### config.mk
export PLATFORM = sky130hd
export DESIGN_NAME = obstacle_scheduler
export DESIGN_NICKNAME = d
export VERILOG_FILES = /design/src/rtl/dino_pkg.sv /design/src/rtl/dino_lfsr.sv /design/src/rtl/obstacle_scheduler.sv
export SDC_FILE = /design/constraint.sdc
export NUM_CORES = 1
export LEC_CHECK = 0
export CAP_MARGIN = 20
export CORE_ASPECT_RATIO = 0.9
export CORE_UTILIZATION = 29
export DETAILED_ROUTE_END_ITERATION = 6
export HOLD_SLACK_MARGIN = 0.02
export SYNTH_ARGS = -nofsm -noshare
export SYNTH_HDL_FRONTEND = slang
export SYNTH_SLANG_ARGS = --single-unit
### constraint.sdc
create_clock -name i_clk -period 6.9 [get_ports i_clk]
set_input_delay 1.725 -clock i_clk [delete_from_list [all_inputs] [get_ports i_clk]]
set_output_delay 1.725 -clock i_clk [all_outputs]
set_load 0.1 [all_outputs]
### src/rtl/dino_pkg.sv
// Shared game constants and state encoding for the dino runner.
// Used by the obstacle scheduler and the player logic.
package dino_pkg;

    localparam int DINO_COORD_W  = 12;
    localparam int DINO_SCREEN_W = 640;
    localparam int DINO_GROUND_Y = 400;

    localparam logic [15:0] DINO_LFSR_MASK = 16'hB400;

    typedef enum logic [1:0] {
        ST_IDLE = 2'd0,
        ST_RUN  = 2'd1,
        ST_HALT = 2'd2
    } game_state_e;

endpackage

### src/rtl/dino_lfsr.sv
// 16-bit Galois LFSR, right-shifting, with seed and enable.
// Only the low OUT_W bits are exposed to keep consumers narrow.
module dino_lfsr
    import dino_pkg::*;
#(
    parameter logic [15:0] SEED  = 16'hACE1,
    parameter int          OUT_W = 6
) (
    input  logic             i_clk,
    input  logic             i_rst,
    input  logic             i_en,
    output logic [OUT_W-1:0] o_bits
);

    logic [15:0] lfsr_q;
    logic [15:0] lfsr_d;

    // Shift right and fold the tap mask in when a one falls out.
    always_comb begin
        lfsr_d = {1'b0, lfsr_q[15:1]};
        if (lfsr_q[0]) begin
            lfsr_d = lfsr_d ^ DINO_LFSR_MASK;
        end
    end

    // State register; reset restores the seed.
    always_ff @(posedge i_clk) begin
        if (i_rst) begin
            lfsr_q <= SEED;
        end else if (i_en) begin
            lfsr_q <= lfsr_d;
        end
    end

    assign o_bits = lfsr_q[OUT_W-1:0];

endmodule

### src/rtl/obstacle_scheduler.sv
// Cactus obstacle pool (three slots) plus the RUN/HALT game FSM.
// Scrolls, frees and spawns obstacles once per frame tick.
module obstacle_scheduler
    import dino_pkg::*;
#(
    parameter int          SCREEN_W          = DINO_SCREEN_W,
    parameter int          GROUND_Y          = DINO_GROUND_Y,
    parameter int          CACTUS_W          = 16,
    parameter int          CACTUS_H          = 32,
    parameter int          SPEED_INIT        = 2,
    parameter int          SPEED_MAX         = 8,
    parameter int          SPEED_STEP_FRAMES = 600,
    parameter int          GAP_MIN           = 40,
    parameter logic [5:0]  GAP_MASK          = 6'h3F,
    parameter logic [15:0] LFSR_SEED         = 16'hACE1
) (
    input  logic        i_clk,
    input  logic        i_rst,
    input  logic        i_ani_stb,
    input  logic        i_animate,
    input  logic        i_start,
    input  logic        i_collide,
    output logic [35:0] o_x1,
    output logic [35:0] o_x2,
    output logic [35:0] o_y1,
    output logic [35:0] o_y2,
    output logic [2:0]  o_active,
    output logic [1:0]  o_state,
    output logic [3:0]  o_speed,
    output logic [15:0] o_score
);

    localparam int CW    = DINO_COORD_W;
    localparam int NSLOT = 3;
    localparam int FW    = $clog2(SPEED_STEP_FRAMES);

    localparam logic [CW-1:0] SPAWN_X2 = CW'(SCREEN_W + CACTUS_W);
    localparam logic [CW-1:0] CAC_W    = CW'(CACTUS_W);
    localparam logic [CW-1:0] Y_TOP    = CW'(GROUND_Y - CACTUS_H);
    localparam logic [CW-1:0] Y_BOT    = CW'(GROUND_Y);
    localparam logic [3:0]    SPD_INIT = 4'(SPEED_INIT);
    localparam logic [3:0]    SPD_MAX  = 4'(SPEED_MAX);
    localparam logic [FW-1:0] STEP_END = FW'(SPEED_STEP_FRAMES - 1);
    localparam logic [7:0]    GAP_INIT = 8'(GAP_MIN);

    game_state_e state_q, state_d;
    logic        tick;
    logic        restart;
    logic        run_tick;

    logic [NSLOT-1:0]         act_q, act_d, act_mv;
    logic [NSLOT-1:0][CW-1:0] x2_q, x2_d, x2_mv;
    logic [NSLOT-1:0][CW-1:0] x1_q, x1_n;
    logic [NSLOT-1:0][CW-1:0] y1_q, y1_n;
    logic [NSLOT-1:0][CW-1:0] y2_q, y2_n;

    logic [3:0]    speed_q, speed_d;
    logic [15:0]   score_q, score_d;
    logic [FW-1:0] frame_q, frame_d;
    logic [7:0]    gap_q, gap_d;

    logic [NSLOT-1:0] free_slots;
    logic [NSLOT-1:0] spawn_oh;
    logic             do_spawn;
    logic [5:0]       rnd;

    assign tick = i_animate & i_ani_stb;

    dino_lfsr #(
        .SEED  (LFSR_SEED),
        .OUT_W (6)
    ) u_lfsr (
        .i_clk  (i_clk),
        .i_rst  (i_rst),
        .i_en   (1'b1),
        .o_bits (rnd)
    );

    // Game FSM next state; collision beats a coincident tick.
    always_comb begin
        state_d  = state_q;
        restart  = 1'b0;
        run_tick = 1'b0;
        unique case (state_q)
            ST_IDLE: begin
                if (i_start) begin
                    state_d = ST_RUN;
                    restart = 1'b1;
                end
            end
            ST_RUN: begin
                if (i_collide) begin
                    state_d = ST_HALT;
                end else begin
                    run_tick = tick;
                end
            end
            ST_HALT: begin
                if (i_start) begin
                    state_d = ST_RUN;
                    restart = 1'b1;
                end
            end
            default: state_d = ST_IDLE;
        endcase
    end

    // Per-slot scroll; a slot that would reach x<=0 is freed instead.
    for (genvar k = 0; k < NSLOT; k++) begin : g_slot
        logic at_edge;
        assign at_edge   = x2_q[k] <= {{(CW-4){1'b0}}, speed_q};
        assign act_mv[k] = act_q[k] & ~at_edge;
        assign x2_mv[k]  = act_mv[k] ? x2_q[k] - {{(CW-4){1'b0}}, speed_q}
                                     : '0;
        assign x1_n[k]   = (act_d[k] && (x2_d[k] > CAC_W))
                           ? x2_d[k] - CAC_W : '0;
        assign y1_n[k]   = act_d[k] ? Y_TOP : '0;
        assign y2_n[k]   = act_d[k] ? Y_BOT : '0;
    end

    // A slot counts as free only if it was inactive at the start of
    // the tick, so a slot freed this tick is refilled on the next one.
    assign free_slots = ~act_q;
    assign spawn_oh   = free_slots & (~free_slots + 3'd1);
    assign do_spawn   = (gap_q == 8'd0) && (|free_slots);

    // Frame update: move, gap countdown, spawn, score and speed.
    always_comb begin
        act_d   = act_q;
        x2_d    = x2_q;
        speed_d = speed_q;
        score_d = score_q;
        frame_d = frame_q;
        gap_d   = gap_q;
        if (restart) begin
            act_d   = '0;
            x2_d    = '0;
            speed_d = SPD_INIT;
            score_d = '0;
            frame_d = '0;
            gap_d   = GAP_INIT;
        end else if (run_tick) begin
            act_d = act_mv;
            x2_d  = x2_mv;
            if (gap_q != 8'd0) begin
                gap_d = gap_q - 8'd1;
            end
            if (do_spawn) begin
                for (int k = 0; k < NSLOT; k++) begin
                    if (spawn_oh[k]) begin
                        act_d[k] = 1'b1;
                        x2_d[k]  = SPAWN_X2;
                    end
                end
                gap_d = GAP_INIT + {2'b00, rnd & GAP_MASK};
            end
            if (score_q != 16'hFFFF) begin
                score_d = score_q + 16'd1;
            end
            if (frame_q == STEP_END) begin
                frame_d = '0;
                if (speed_q < SPD_MAX) begin
                    speed_d = speed_q + 4'd1;
                end
            end else begin
                frame_d = frame_q + 1'b1;
            end
        end
    end

    // Game state and registered rectangle outputs.
    always_ff @(posedge i_clk) begin
        if (i_rst) begin
            state_q <= ST_IDLE;
            act_q   <= '0;
            x2_q    <= '0;
            x1_q    <= '0;
            y1_q    <= '0;
            y2_q    <= '0;
            speed_q <= SPD_INIT;
            score_q <= '0;
            frame_q <= '0;
            gap_q   <= '0;
        end else begin
            state_q <= state_d;
            act_q   <= act_d;
            x2_q    <= x2_d;
            x1_q    <= x1_n;
            y1_q    <= y1_n;
            y2_q    <= y2_n;
            speed_q <= speed_d;
            score_q <= score_d;
            frame_q <= frame_d;
            gap_q   <= gap_d;
        end
    end

    assign o_x1     = x1_q;
    assign o_x2     = x2_q;
    assign o_y1     = y1_q;
    assign o_y2     = y2_q;
    assign o_active = act_q;
    assign o_state  = state_q;
    assign o_speed  = speed_q;
    assign o_score  = score_q;

endmodule

# After elaboration in Yosys (flattened, before gate mapping)
# Cells that the tools add are included.
# totals
reg_bits	203
output_inout_bits	169
in_bits	6
elab_cells	114
# classes
eq_ne	6
reduce_logical	21
magnitude_cmp	7
n_addsub	12
bitwise_logic	14
n_mux	34
# ops
cell	count
36-bit 2-to-1 mux	3
12-bit 2-to-1 mux	6
9-bit 2-to-1 mux	6
12-bit by 5-bit greater-than comparator with 1-bit output (second input constant)	3
12-bit by 4-bit <= comparator with 1-bit output	3
12-bit by 4-bit subtractor with 12-bit output	3
12-bit by 5-bit subtractor with 12-bit output (second input constant)	3
16-bit by 1-bit adder with 16-bit output (second input constant)	1
16-bit 2-to-1 mux	1
8-bit 2-to-1 mux	2
16-bit inequality test (second input constant)	1
6-bit 2-to-1 mux	2
10-bit by 1-bit adder with 10-bit output (second input constant)	1
10-bit == test (second input constant)	1
10-bit 2-to-1 mux	1
2-bit OR reduction	5
3-bit 2-to-1 mux	3
8-bit logical NOT	1
2-bit AND reduction	4
8-bit nonzero test	1
8-bit by 1-bit subtractor with 8-bit output (second input constant)	1
6-bit by 6-bit adder with 7-bit output (first input constant)	1
1-bit 2-to-1 mux	7
1-bit NOT	6
other kinds (19)	28

# Logic depth before layout (Yosys ltp)
# Gate-level depths: netlist of the first run.
# depth
word_depth	12
ltp_mapped	18
mapped_depth_nobuf	17

# Cells and area by module
# Synthesis of the first run repeated with hierarchy kept, for this count alone.
# hier_totals
cells_unflattened	847
area_unflattened_um2	7178.1
# modules_own_cells
module	area_each_um2	seq_area_each_um2	n_inst	cells_each
obstacle_scheduler	6502.5	2302.2	1	785
dino_lfsr	675.6	320.3	1	62

# Worst setup path before layout of the first run
# No wires, ideal clock.
# synth_path
kind	input-to-reg
from	input i_collide
to	register x1_q, in the netlist o_x1[13]
t_required_ps	6820
path_buffers	3
cell_stages	11
t_arrival_ps	4347
setup_ps	80
slack_ps	2473
cell_sequence	or3b_1 or2_1 buf_6 clkbuf_1 nor4b_1 o221ai_1 ha_1 o311ai_0 o31ai_1 buf_2 nor3_1
# synth_between
elab_chain_cells	8
elab_cells_between_ends	11
classes_between	add/sub (1); order compare (1); mux (6); bitwise (1); reduce/logical (2)
# synth_lines
item	line	text
start: declaration	obstacle_scheduler.sv:22	input logic i_collide,
1-bit 2-to-1 mux *	obstacle_scheduler.sv:92	if (i_collide) begin
1-bit 2-to-1 mux *	obstacle_scheduler.sv:84	unique case (state_q)
36-bit 2-to-1 mux	obstacle_scheduler.sv:142	end else if (run_tick) begin
36-bit 2-to-1 mux	obstacle_scheduler.sv:135	if (restart) begin
12-bit by 5-bit greater-than comparator with 1-bit output	obstacle_scheduler.sv:115	assign x1_n[k] = (act_d[k] && (x2_d[k] > CAC_W))
1-bit logical AND	obstacle_scheduler.sv:115	
1-bit NOT (no source line)	n/a	
2-bit OR reduction (no source line)	n/a	
end signal: assignment	obstacle_scheduler.sv:188	x1_q <= x1_n;
end: declaration	obstacle_scheduler.sv:53	logic [NSLOT-1:0][CW-1:0] x1_q, x1_n;
# Every way passes the cells marked *; elsewhere a longest branch is shown, timed or not.
# A chain may end at the register's enable or synchronous reset.

# Worst setup path in the final report of the first run
# layout_path
from	input i_collide
to	register x1_q, in the netlist o_x1[34]
# The elaborated chain is that of the path after synthesis.

==> impl_metrics.csv, run 1 <==
group,metric,value,unit
clock_tree,cts_num_sinks,131,
worst_setup_path,cp-start-kind,"input pin",
floorplan,rows,53,
final_layout,drive_gt1_share,9.59,%
hold_path,hp-class,"register to register",
pwr,ir_drop,0.119,mV
final_layout,diodes,0,
clock_tree,cts_max_path_buffers,2,
yosys,postSynth.asyncResetShare,0,%
sta,max_freq,196,MHz
floorplan,die_w,167,µm
pwr,p_leak,3.35,nW
floorplan,fp.dieArea,25000,µm²
route,via_per_inst,4.86,
route,drtIter0Drc,374,
yosys,syn_inst,821,
final_layout,syn_to_final_growth,24.9,%
yosys,synth_most_common_cell,"dfxtp_1",
final_layout,n_fill_cell,2409,
worst_setup_path,end_kind,"register",
yosys,ys_warn_count,0,
run_status,outcome,"finished with violations",
yosys,yosysSeqAreaShare,37.1,%
pwr,intPower,1.42,mW
sta,tns,0,ps
pwr,sw_frac_of_total,28.4,%
worst_setup_path,cp_max_fo,21,
placement,io_buffers,123,
final_layout,post-route-util,37.3,%
final_layout,seq_area,2620,µm²
yosys,ys.flop_type,"dfxtp_1",
yosys,syn-cell-area,7070,µm²
sta,finalCritPeriodShare,73.8,%
global_routing,antenna_found_initial,0,
global_routing,grt_pass1_wl,29.1,mm
global_routing,grt_overflow,0,
sta,setup_slack,1810,ps
route,drt_wl_total,18.1,mm
global_routing,grt_pass1_vias,5528,
yosys,synth-edff-count,0,
placement,pre_cts_ws,1410,ps
sta,worst_slew_margin_rel,31.6,%
run_status,violations,"design-rule violations",
clock_tree,cts.htree.levels,4,
clock_tree,cts_hold_buf,0,
sta,slew_violations,0,
final_layout,finalNonFillerCells,1230,
pwr,clockPowerShare,47.5,%
yosys,synthTopCellsByCount,"dfxtp_1, nor2_1, buf_4, nor3_1, a21oi_1",
global_routing,gr-usage-all-layers,14.6,%
pwr,switching_power,0.562,mW
route,route.vias.total,5977,
sta,hold_viol_final,0,
route,first_pass_iters,7,
sta,skew,10.4,ps
pwr,power_frac_seq,39.3,%
placement,dpl.hpwl,12.8,mm
yosys,avgSynthCellArea,8.62,µm²
hold_path,hold_path_depth,1,
worst_setup_path,required,7180,ps
yosys,yosys.area.top_type,"dfxtp_1",
worst_setup_path,rr_worst_depth,13,
yosys,synth.distinct_cells,78,
worst_setup_path,critPathArrivalTime,5370,ps
placement,dp_cells,1198,
pwr,combPwrFrac,13.3,%
clock_tree,post_cts_resized,0,
sta,finalSetupViolCount,0,
sta,worstMarginPinSlew,1020,ps
run,cap_violations,0,
floorplan,die_y,150,µm
clock_tree,clk_pin_slew,60,ps
floorplan,io_pins,175,
floorplan,core_area,23700,µm²
final_layout,layout.nets,947,
clock_tree,cts_tree,"yes",
clock_tree,numCtsBuffers,17,
worst_setup_path,critPathKind,"input pin to register",
sta,rsz0062_at_grt,"false",
route,antenna_left,0,
pwr,powerDensity,224,nW/µm²
yosys,synth_top_cells_by_area,"dfxtp_1, buf_4, nor2_1",
yosys,netlist.area_leader.share,37.1,%
clock_tree,clk_latency,430,ps
floorplan,start_util,29.9,%
global_routing,grt_max_degree,57,
yosys,ys_seq_elements,131,
route,post_drt_wl_per_cell,14.8,µm
clock_tree,cts_root_buffer,"clkbuf_16",
placement,place_congestion,0.874,
clock_tree,post-cts-setup-buffers,0,
route,drc,10,
final_layout,multi_input_area,3850,µm²
sta,post-route-min-period,5090,ps
==> stage by stage <==
stage | power (mW) | hold slack (ps) | instance area (µm²)
6_report | 1.98 | 409 | 8830
5_1_grt | 2.06 | 437 | 8830
4_1_cts | 2.00 | 413 | 8830
3_5_place_dp | 1.06 | 396 | 8220
3_3_place_gp | 1.06 | 392 | 8220
2_1_floorplan | 1.04 | 389 | 7260
==> worst max-delay path, cell delays in order <==
cell and delay [ps]:
clkdlybuf4s50_1 420, or3b_1 460, or2_2 500, o41a_1 430, o221ai_2 310, ha_1 240
o21ai_0 100, a31oi_1 180, a221oi_1 120, o31ai_2 730, nor2_1 130
==> path summary, 6_finish.rpt <==
| kind | slack [ps] | endpoint | start |
|---|---|---|---|
| worst max register to register | 2500 | o_x1[34] | o_speed[0] |
| worst min register to register | 410 | u_lfsr.lfsr_q[7] | u_lfsr.lfsr_q[8] |
| worst min-delay path | 410 | u_lfsr.lfsr_q[7] | u_lfsr.lfsr_q[8] |
| worst max-delay path | 1810 | o_x1[34] | i_collide |
==> state kept, by name, indices dropped and copies added, names as in the netlist <==
| signal | count |
|---|---|
| o_speed | 4 |
| o_x2 | 36 |
| gap_q | 8 |
| o_score | 16 |
| frame_q | 10 |
| o_y2 | 1 |
| o_active | 2 |
| u_lfsr.lfsr_q | 16 |
| o_x1 | 36 |
| o_state | 2 |
==> layout by cell type (no fill, tap or decap), types with 18 or more instances in the layout <==
| cell | Yosys | layout |
|---|---|---|
| nor3_1 | 42 | 42 |
| nand3_1 | 27 | 27 |
| o21ai_0 | 18 | 18 |
| xor2_1 | 25 | 25 |
| nor2_1 | 111 | 110 |
| nand2_1 | 39 | 39 |
| xnor2_1 | 24 | 24 |
| dfxtp_1 | 131 | 131 |
| clkdlybuf4s50_1 | 0 | 122 |
| ha_1 | 23 | 23 |
| a21oi_1 | 41 | 41 |
| inv_1 | 21 | 21 |
| conb_1 | 1 | 51 |
==> per-layer routing <==
layer	vias to the layer above	share of wire [%]	global-route usage, %
met5	-	0	0
li1	2969	-	-
met4	0	0.69	3.94
met1	2814	50	20.4
met3	12	5.6	3.63
met2	182	44	22.4
==> power groups by stage <==
stage | logic [mW] | clock network (mW) | registers, mW
6_report | 0.262 | 0.939 | 0.777
2_1_floorplan | 0.234 | 0 | 0.811
3_3_place_gp | 0.262 | 0 | 0.793
4_1_cts | 0.262 | 0.961 | 0.777
3_5_place_dp | 0.262 | 0 | 0.793
5_1_grt | 0.276 | 1.00 | 0.779
==> cell families (layout without fill, tap and decap cells) <==
family	count (synthesis)	in the layout	share of synthesized area [%]
xor+xnor	50	50	6.30
mux	5	5	0.708
simple gates	337	337	24.9
fa+ha+maj	26	26	4.92
buf+inv	127	184	11.1
compound gates	144	144	15.0
other cells	1	51	0.0530
flops	131	131	37.1
==> layout make-up <==
type,count,area share (%)
tap,302,4.28
inverter,21,0.892
multi-input combinational,613,43.6
clock buffer,23,5.52
timing repair buffer,131,14.6
sequential,131,29.7
clock inverter,9,1.43
No activity file was read; power rests on OpenSTA's default activity.
==> run 2: changes to the inputs <==
==> constraint.sdc (replaced) <==
create_clock -name i_clk -period 4.65 [get_ports i_clk]
set_input_delay 1.1625 -clock i_clk [delete_from_list [all_inputs] [get_ports i_clk]]
set_output_delay 1.1625 -clock i_clk [all_outputs]
set_load 0.1 [all_outputs]
==> impl_metrics.csv, run 2 (same netlist as run 1, synthesis figures left out) <==
group,metric,value,unit
run_status,outcome,"finished with violations",
run_status,violations,"design-rule violations",
clock_tree,cts_num_sinks,131,
clock_tree,cts_root_buffer,"clkbuf_16",
run,cap_violations,0,
pwr,sw_frac_of_total,28.1,%
route,drtIter0Drc,479,
route,post_drt_wl_per_cell,14.6,µm
final_layout,layout.nets,966,
floorplan,die_w,167,µm
final_layout,post-route-util,38.1,%
sta,slew_violations,0,
clock_tree,cts.htree.levels,4,
route,antenna_left,0,
floorplan,rows,53,
final_layout,n_fill_cell,2356,
global_routing,gr-usage-all-layers,14.5,%
clock_tree,clk_latency,420,ps
clock_tree,clk_pin_slew,60,ps
sta,skew,9.88,ps
worst_setup_path,cp_max_fo,24,
sta,tns,0,ps
floorplan,start_util,29.9,%
clock_tree,cts_max_path_buffers,2,
sta,worstMarginPinSlew,1040,ps
sta,hold_viol_final,0,
floorplan,fp.dieArea,25000,µm²
route,via_per_inst,4.84,
final_layout,drive_gt1_share,11.5,%
sta,rsz0062_at_grt,"false",
final_layout,finalNonFillerCells,1249,
pwr,p_leak,3.45,nW
clock_tree,cts_hold_buf,0,
global_routing,grt_pass1_wl,29.0,mm
global_routing,grt_max_degree,56,
floorplan,core_area,23700,µm²
placement,dpl.hpwl,13.0,mm
final_layout,diodes,0,
hold_path,hp-class,"register to register",
pwr,clockPowerShare,49.2,%
pwr,combPwrFrac,13.0,%
final_layout,syn_to_final_growth,27.5,%
sta,holdWs,409,ps
pwr,powerDensity,338,nW/µm²
worst_setup_path,critPathArrivalTime,4390,ps
final_layout,multi_input_area,3850,µm²
worst_setup_path,end_kind,"register",
pwr,total_power,3.05,mW
worst_setup_path,cp-start-kind,"input pin",
global_routing,antenna_found_initial,0,
route,drc,10,
worst_setup_path,required,4940,ps
pwr,power_frac_seq,37.8,%
pwr,switching_power,0.857,mW
sta,worst_slew_margin_rel,30.5,%
worst_setup_path,critPathKind,"input pin to register",
placement,io_buffers,123,
clock_tree,cts_tree,"yes",
sta,finalCritPeriodShare,88.1,%
floorplan,die_y,150,µm
final_layout,final_common_cell,"dfxtp_1",
route,route.vias.total,6043,
route,first_pass_iters,7,
sta,finalSetupViolCount,0,
placement,place_congestion,0.831,
pwr,ir_drop,0.264,mV
sta,post-route-min-period,4100,ps
global_routing,grt_pass1_vias,5535,
route,drt_wl_total,18.2,mm
floorplan,io_pins,175,
clock_tree,numCtsBuffers,17,
global_routing,grt_overflow,0,
clock_tree,post_cts_resized,0,
final_layout,layout_common_cells,"dfxtp_1, clkdlybuf4s50_1, nor2_1",
pwr,intPower,2.19,mW
sta,max_freq,244,MHz
final_layout,seq_area,2620,µm²
clock_tree,post-cts-setup-buffers,0,
placement,dp_cells,1217,
[run 2: cell count changes in the layout (fill, tap and decap cells not counted), sizes merged]
cell / before / now
clkinv: 5 / 2
clkinvlp: 1 / 4
buf: 9 / 28
clkbuf: 23 / 20
inv: 21 / 22
bufinv: 3 / 5
[run 2: final timing paths]
kind	from	endpoint	slack, ps	depth (start not counted)
setup reg to reg	o_x2[24]	o_x1[35]	960	16
hold reg to reg	u_lfsr.lfsr_q[8]	u_lfsr.lfsr_q[7]	410	1
hold / removal	u_lfsr.lfsr_q[8]	u_lfsr.lfsr_q[7]	410	1
setup / recovery	i_collide	o_x1[2]	550	11
[run 2: final cells by class]
type	count	share of cell area, %
inverter	21	0.874
sequential	131	29.1
clock inverter	12	2.25
multi-input combinational	613	42.7
timing repair buffer	150	15.8
tap	302	4.19
clock buffer	20	5.06
[run 2: critical path, cell delays in order]
cell and delay [ps]:
clkdlybuf4s50_1 410, or3b_1 470, or2_2 500, buf_4 290
o41a_1 400, o21ai_1 320, ha_1 270, a31o_2 120
a41o_1 160, buf_4 190, nor3_1 70
[run 2: routing by layer]
metal | global-route usage [%] | up-vias | wire length (µm)
li1 | - | 3009 | -
met1 | 20.0 | 2797 | 8780
met2 | 22.6 | 223 | 8100
met3 | 3.34 | 14 | 1230
met4 | 4.07 | 0 | 122
met5 | 0 | - | 0
[run 2: metrics by stage]
stage / area, µm² / setup slack (ps)
global route: 9020 / 283
detailed placement: 8360 / 144
floorplan: 7260 / 436
finish: 9020 / 551
CTS: 9020 / 574
global placement: 8360 / 241
[run 2: power by group through the flow]
stage | clock [mW] | combinational (mW) | sequential, mW
2_1_floorplan | 0 | 0.347 | 1.20
3_3_place_gp | 0 | 0.395 | 1.18
3_5_place_dp | 0 | 0.395 | 1.18
4_1_cts | 1.53 | 0.396 | 1.15
5_1_grt | 1.58 | 0.418 | 1.16
6_report | 1.50 | 0.397 | 1.15
